## config.mk

```make
export PLATFORM = sky130hd
export DESIGN_NAME = hazard_control_unit
export DESIGN_NICKNAME = d
export VERILOG_FILES = /design/src/rtl/hazard_pkg.sv /design/src/rtl/hazard_control_unit_sat_counter.sv /design/src/rtl/hazard_control_unit.sv
export SDC_FILE = /design/constraint.sdc
export NUM_CORES = 1
export LEC_CHECK = 0
export ABC_CLOCK_PERIOD_IN_PS = 6400
export CORE_ASPECT_RATIO = 1.1
export CORE_MARGIN = 4
export CORE_UTILIZATION = 53
export CTS_CLUSTER_SIZE = 16
export DETAILED_ROUTE_END_ITERATION = 12
export PLACE_DENSITY = 0.85
export SLEW_MARGIN = 20
export SYNTH_ARGS = -nofsm -noshare
export SYNTH_HDL_FRONTEND = slang
export SYNTH_SLANG_ARGS = --single-unit
```

## constraint.sdc

```tcl
create_clock -name clk -period 6.4 [get_ports clk]
set_clock_uncertainty 0.1 [all_clocks]
set_input_delay 1.6 -clock clk [delete_from_list [all_inputs] [get_ports clk]]
set_output_delay 1.6 -clock clk [all_outputs]
set_load 0.02 [all_outputs]
```

## src/rtl/hazard_pkg.sv

```systemverilog
// Shared types and constants for the LEGv8 hazard controller.
// Holds the hazard classification encoding and the register comparator.
package hazard_pkg;

  localparam int REG_W = 5;
  localparam logic [REG_W-1:0] XZR = 5'd31;

  typedef enum logic [1:0] {
    RUN    = 2'd0,
    STALL  = 2'd1,
    FLUSH  = 2'd2,
    FREEZE = 2'd3
  } hz_state_t;

  function automatic logic reg_eq(
    input logic [REG_W-1:0] a,
    input logic [REG_W-1:0] b
  );
    return a == b;
  endfunction

endpackage

```

## src/rtl/hazard_control_unit_sat_counter.sv

```systemverilog
// Saturating up-counter with a dominant synchronous clear.
// Used for performance counters and the memory-wait watchdog.
module sat_counter #(
  parameter int W = 16
) (
  input  logic         clk,
  input  logic         reset_n,
  input  logic         inc,
  input  logic         clr,
  output logic [W-1:0] count
);

  always_ff @(posedge clk or negedge reset_n) begin
    if (!reset_n) begin
      count <= '0;
    end else if (clr) begin
      count <= '0;
    end else if (inc && count != '1) begin
      count <= count + W'(1);
    end
  end

endmodule

```

## src/rtl/hazard_control_unit.sv

```systemverilog
// Stall / bubble / flush controller for the 5-stage LEGv8 pipeline.
// Combinational controls, registered classification and hazard counters.
module hazard_control_unit
  import hazard_pkg::*;
#(
  parameter int MAX_WAIT = 16,
  parameter int CNT_W    = 16
) (
  input  logic             clk,
  input  logic             reset_n,
  input  logic [4:0]       if_id_rn,
  input  logic [4:0]       if_id_rm,
  input  logic             if_id_uses_rn,
  input  logic             if_id_uses_rm,
  input  logic [4:0]       id_ex_rd,
  input  logic             id_ex_mem_read,
  input  logic             ex_mem_access,
  input  logic             dmem_ready,
  input  logic             branch_taken,
  input  logic             cnt_clear,
  output logic             pc_write,
  output logic             if_id_write,
  output logic             id_ex_write,
  output logic             ex_mem_write,
  output logic             id_ex_bubble,
  output logic             ex_mem_bubble,
  output logic             mem_wb_bubble,
  output logic             if_id_flush,
  output logic [1:0]       hz_state,
  output logic             mem_timeout,
  output logic [CNT_W-1:0] stall_cnt,
  output logic [CNT_W-1:0] flush_cnt,
  output logic [CNT_W-1:0] freeze_cnt
);

  localparam int WW = $clog2(MAX_WAIT + 1);
  localparam logic [WW-1:0] WAIT_MAX  = WW'(MAX_WAIT);
  localparam logic [WW-1:0] WAIT_LAST = WW'(MAX_WAIT - 1);

  logic            freeze;
  logic            load_use;
  logic            rn_hit;
  logic            rm_hit;
  hz_state_t       cls;
  hz_state_t       state_q;
  logic [WW-1:0]   wait_ctr;

  assign freeze = ex_mem_access && !dmem_ready;
  assign rn_hit = if_id_uses_rn && reg_eq(if_id_rn, id_ex_rd);
  assign rm_hit = if_id_uses_rm && reg_eq(if_id_rm, id_ex_rd);
  assign load_use = id_ex_mem_read && !reg_eq(id_ex_rd, XZR)
                    && (rn_hit || rm_hit);

  always_comb begin
    cls = RUN;
    if (freeze) begin
      cls = FREEZE;
    end else if (branch_taken) begin
      cls = FLUSH;
    end else if (load_use) begin
      cls = STALL;
    end
  end

  always_comb begin
    pc_write      = 1'b1;
    if_id_write   = 1'b1;
    id_ex_write   = 1'b1;
    ex_mem_write  = 1'b1;
    id_ex_bubble  = 1'b0;
    ex_mem_bubble = 1'b0;
    mem_wb_bubble = 1'b0;
    if_id_flush   = 1'b0;
    unique case (1'b1)
      (cls == FREEZE): begin
        pc_write      = 1'b0;
        if_id_write   = 1'b0;
        id_ex_write   = 1'b0;
        ex_mem_write  = 1'b0;
        mem_wb_bubble = 1'b1;
      end
      (cls == FLUSH): begin
        if_id_flush   = 1'b1;
        id_ex_bubble  = 1'b1;
        ex_mem_bubble = 1'b1;
      end
      (cls == STALL): begin
        pc_write     = 1'b0;
        if_id_write  = 1'b0;
        id_ex_bubble = 1'b1;
      end
      default: ;
    endcase
  end

  always_ff @(posedge clk or negedge reset_n) begin
    if (!reset_n) begin
      state_q <= RUN;
    end else begin
      state_q <= cls;
    end
  end

  assign hz_state = state_q;

  // Timeout fires on the edge that closes the MAX_WAIT-th freeze cycle.
  always_ff @(posedge clk or negedge reset_n) begin
    if (!reset_n) begin
      mem_timeout <= 1'b0;
    end else if (cnt_clear) begin
      mem_timeout <= 1'b0;
    end else if (freeze && wait_ctr >= WAIT_LAST) begin
      mem_timeout <= 1'b1;
    end
  end

  sat_counter #(.W(WW)) u_wait (
    .clk     (clk),
    .reset_n (reset_n),
    .inc     (freeze && wait_ctr != WAIT_MAX),
    .clr     (!freeze),
    .count   (wait_ctr)
  );

  sat_counter #(.W(CNT_W)) u_stall (
    .clk     (clk),
    .reset_n (reset_n),
    .inc     (cls == STALL),
    .clr     (cnt_clear),
    .count   (stall_cnt)
  );

  sat_counter #(.W(CNT_W)) u_flush (
    .clk     (clk),
    .reset_n (reset_n),
    .inc     (cls == FLUSH),
    .clr     (cnt_clear),
    .count   (flush_cnt)
  );

  sat_counter #(.W(CNT_W)) u_freeze (
    .clk     (clk),
    .reset_n (reset_n),
    .inc     (cls == FREEZE),
    .clr     (cnt_clear),
    .count   (freeze_cnt)
  );

endmodule

```

==> flow_metrics.tcl <==
set metrics [dict create \
    synth_area_sq_um 3270 \
    timing.max_cap.violations 0 \
    firstDrtPassIters 4 \
    ys_top_cells_by_area "dfrtp_1 (43%), a21oi_1 (4.6%), ha_1 (3.8%)" \
    endpoint_kind "primary output" \
    area_delta_synth_final_pct 29.6 \
    post_cts.repair.setup_buffers 0 \
    period_share 0.885 \
    cpMaxStageDelayCell "clkdlybuf4s50_1" \
    vdd_ir_drop_max_mv 0.0885 \
    cts-hold-fix-buffers 0 \
    io_pins 83 \
    status "complete, no violations" \
    initial_core_util 0.557 \
    cts_tree "yes" \
    cpPeakStageDelay_ns 0.69 \
    relSlewSlack 0.345 \
    drc 0 \
    min_period_ns 5.66 \
    timing.fmax_ghz 0.177 \
    yosysTopAreaCell "dfrtp_1" \
    port_buffers 82 \
    wl_per_cell_microns 16.7 \
    dieArea_sq_um 7500 \
    critPathKind "primary input to primary output" \
    yosys-top-cells-count "dfrtp_1 (56), a21oi_1 (30), nor2_1 (28)" \
    numClockSinks 56 \
    hp-class "register to register" \
    drive_gt1_frac 0.0631 \
    synthCells 352 \
    crit_chain "clkdlybuf4s50_1, xnor2_1, nand4_1, o22ai_1, a41o_1, ha_1, clkdlybuf4s50_1" \
    rsz0062_at_grt "false" \
    synth.avg_cell_area_sq_um 9.30 \
    cp-start-kind "primary input" \
    cts_resized 0 \
    gp_congestion 0.868 \
    die_w_microns 82.9 \
    ant_nets 0 \
    cp.arrival_ns 3.96 \
    syn_nets 386 \
    finalCoreUtilization 0.722 \
    hpwl_microns 6170 \
    ys_seq_elements 56 \
    critPathRequiredTime_ns 4.70 \
    vias 3191 \
    grt_pass1_wl_microns 13700 \
    maxSlewViolCount 0 \
    die_h_microns 90.4 \
    drt_iter0_markers 133 \
    path_common_cell "clkdlybuf4s50_1" \
    power_density_nw_per_um2 157 \
    synth_top_area_frac 0.428 \
    tightest_slew_ns 0.982 \
    cts_max_level 2 \
    synthDistinctLibCells 48 \
    setup_viol 0 \
    finalHoldViolCount 0 \
    synth_flop_cell "dfrtp_1" \
    ys_async_sr_fraction 1.00 \
    grt_usage 0.216 \
    yosysSeqAreaShare 0.428 \
    clk_latency_ns 0.30 \
    grt_pass1_vias 3006 \
    via_per_inst 6.32 \
    synth-edff-count 0 \
    grt_antenna_before_repair 0 \
    fin_tns_setup_ns 0 \
    grt_remaining_overflow 0 \
    clkTransAtPathRegs_ns 0.09 \
    leakage_nw 1.61 \
    yosysWarnings 0 \
    grt_max_degree 57 \
    yosys.cell_count.top_type "dfrtp_1" \
    clock_path_buffers 2 \
    antenna_cells 0 \
    path_max_fanout 9 \
    cts_buffers 5 \
    fp-row-count 29 \
    wl_microns 8440 \
    finalNetCount 463 \
    core_area_sq_um 5880 \
    cts-root-buf "clkbuf_8" \
]
[power by group]
group          switching (mW)  internal, mW
sequential            0.00585         0.357
clock                   0.108         0.113
combinational          0.0445        0.0369
[cell families (layout without fill, tap and decap cells)]
| group | after synthesis | count (layout) | synth area share |
|---|---|---|---|
| XOR/XNOR | 14 | 14 | 0.0374 |
| AND/OR/NAND/NOR | 147 | 147 | 0.253 |
| multiplexers | 10 | 10 | 0.0329 |
| AO/OA/AOI/OAI | 84 | 84 | 0.171 |
| adder cells (fa/ha/maj) | 10 | 10 | 0.0382 |
| buffers and inverters | 31 | 107 | 0.0397 |
| flip-flops | 56 | 56 | 0.428 |
[per-stage QoR]
stage / total power, mW / hold slack (ns) / setup slack, ns / area (sq um) / instances
floorplan: 0.409 / 0.452 / 1.53 / 3270 / 352
global placement: 0.449 / 0.381 / 0.808 / 4130 / 499
detailed placement: 0.452 / 0.414 / 0.745 / 4130 / 499
CTS: 0.669 / 0.435 / 0.728 / 4230 / 505
global route: 0.692 / 0.469 / 0.570 / 4240 / 505
finish: 0.665 / 0.426 / 0.735 / 4240 / 505
[cells in the final DEF (no fill, tap or decap), types with 2 or more instances in the layout]
master            n
buf_4             3
dfrtp_1          56
mux2i_1           4
nor2_1           28
o311ai_0          3
nand4_1          17
ha_1             10
and4_1            2
nor4_1            4
a41oi_1           5
xor2_1            2
o41ai_1           7
clkdlybuf4s50_1  80
a31oi_1           2
a21oi_1          30
nand4_2           2
or4_1            15
o31ai_1          14
inv_1            16
nor2b_1           7
o21ai_0          11
nand3_1          18
or2_2             3
clkbuf_8          5
xnor2_1          12
a211oi_1          2
mux2_2            6
o211ai_1          2
and3_1            4
nor3_1            8
nand2_1          19
buf_2             2
or3_1            12
nor4b_1           2
[worst max-delay path: cells and delay by family]
kind,cells,cell delay [ns]
simple gates,1,0.09
buf+inv,2,1.23
fa+ha+maj,1,0.38
compound gates,2,0.51
xor+xnor,1,0.15
[path summary, 6_finish.rpt]
path	start	end	slack (ns)	cells after the start
worst max register to register	u_stall.count[0]$_DFFE_PN0P_	u_stall.count[1]$_DFFE_PN0P_	4.05	5
worst min register to register	mem_timeout$_DFFE_PN0P_	mem_timeout$_DFFE_PN0P_	0.43	2
worst min-delay path	mem_timeout$_DFFE_PN0P_	mem_timeout$_DFFE_PN0P_	0.43	2
max in group asynchronous	reset_n	u_stall.count[12]$_DFFE_PN0P_	4.40	2
worst max-delay path	id_ex_rd[4]	mem_wb_bubble	0.74	7
min in group asynchronous	reset_n	u_flush.count[5]$_DFFE_PN0P_	1.31	2
[sequential cells by signal (all words and copies together), names as in the netlist]
signal and cells:
hz_state 2, u_freeze.count 16, mem_timeout 1, u_flush.count 16, u_wait.count 5, u_stall.count 16
[routing by layer]
metal / global-route usage / wire length, microns
met3: 0.0566 / 611
met5: 0 / 0
met4: 0.0627 / 119
met2: 0.378 / 4250
met1: 0.261 / 3450
[layout make-up]
class,count,area [sq um]
multi-input combinational,265,1750
timing repair buffer,85,833
fill,452,1630
tap,77,96.3
clock buffer,5,68.8
inverter,16,60.1
clock inverter,1,30.0
sequential,56,1400
No activity file was read; power rests on OpenSTA's default activity.
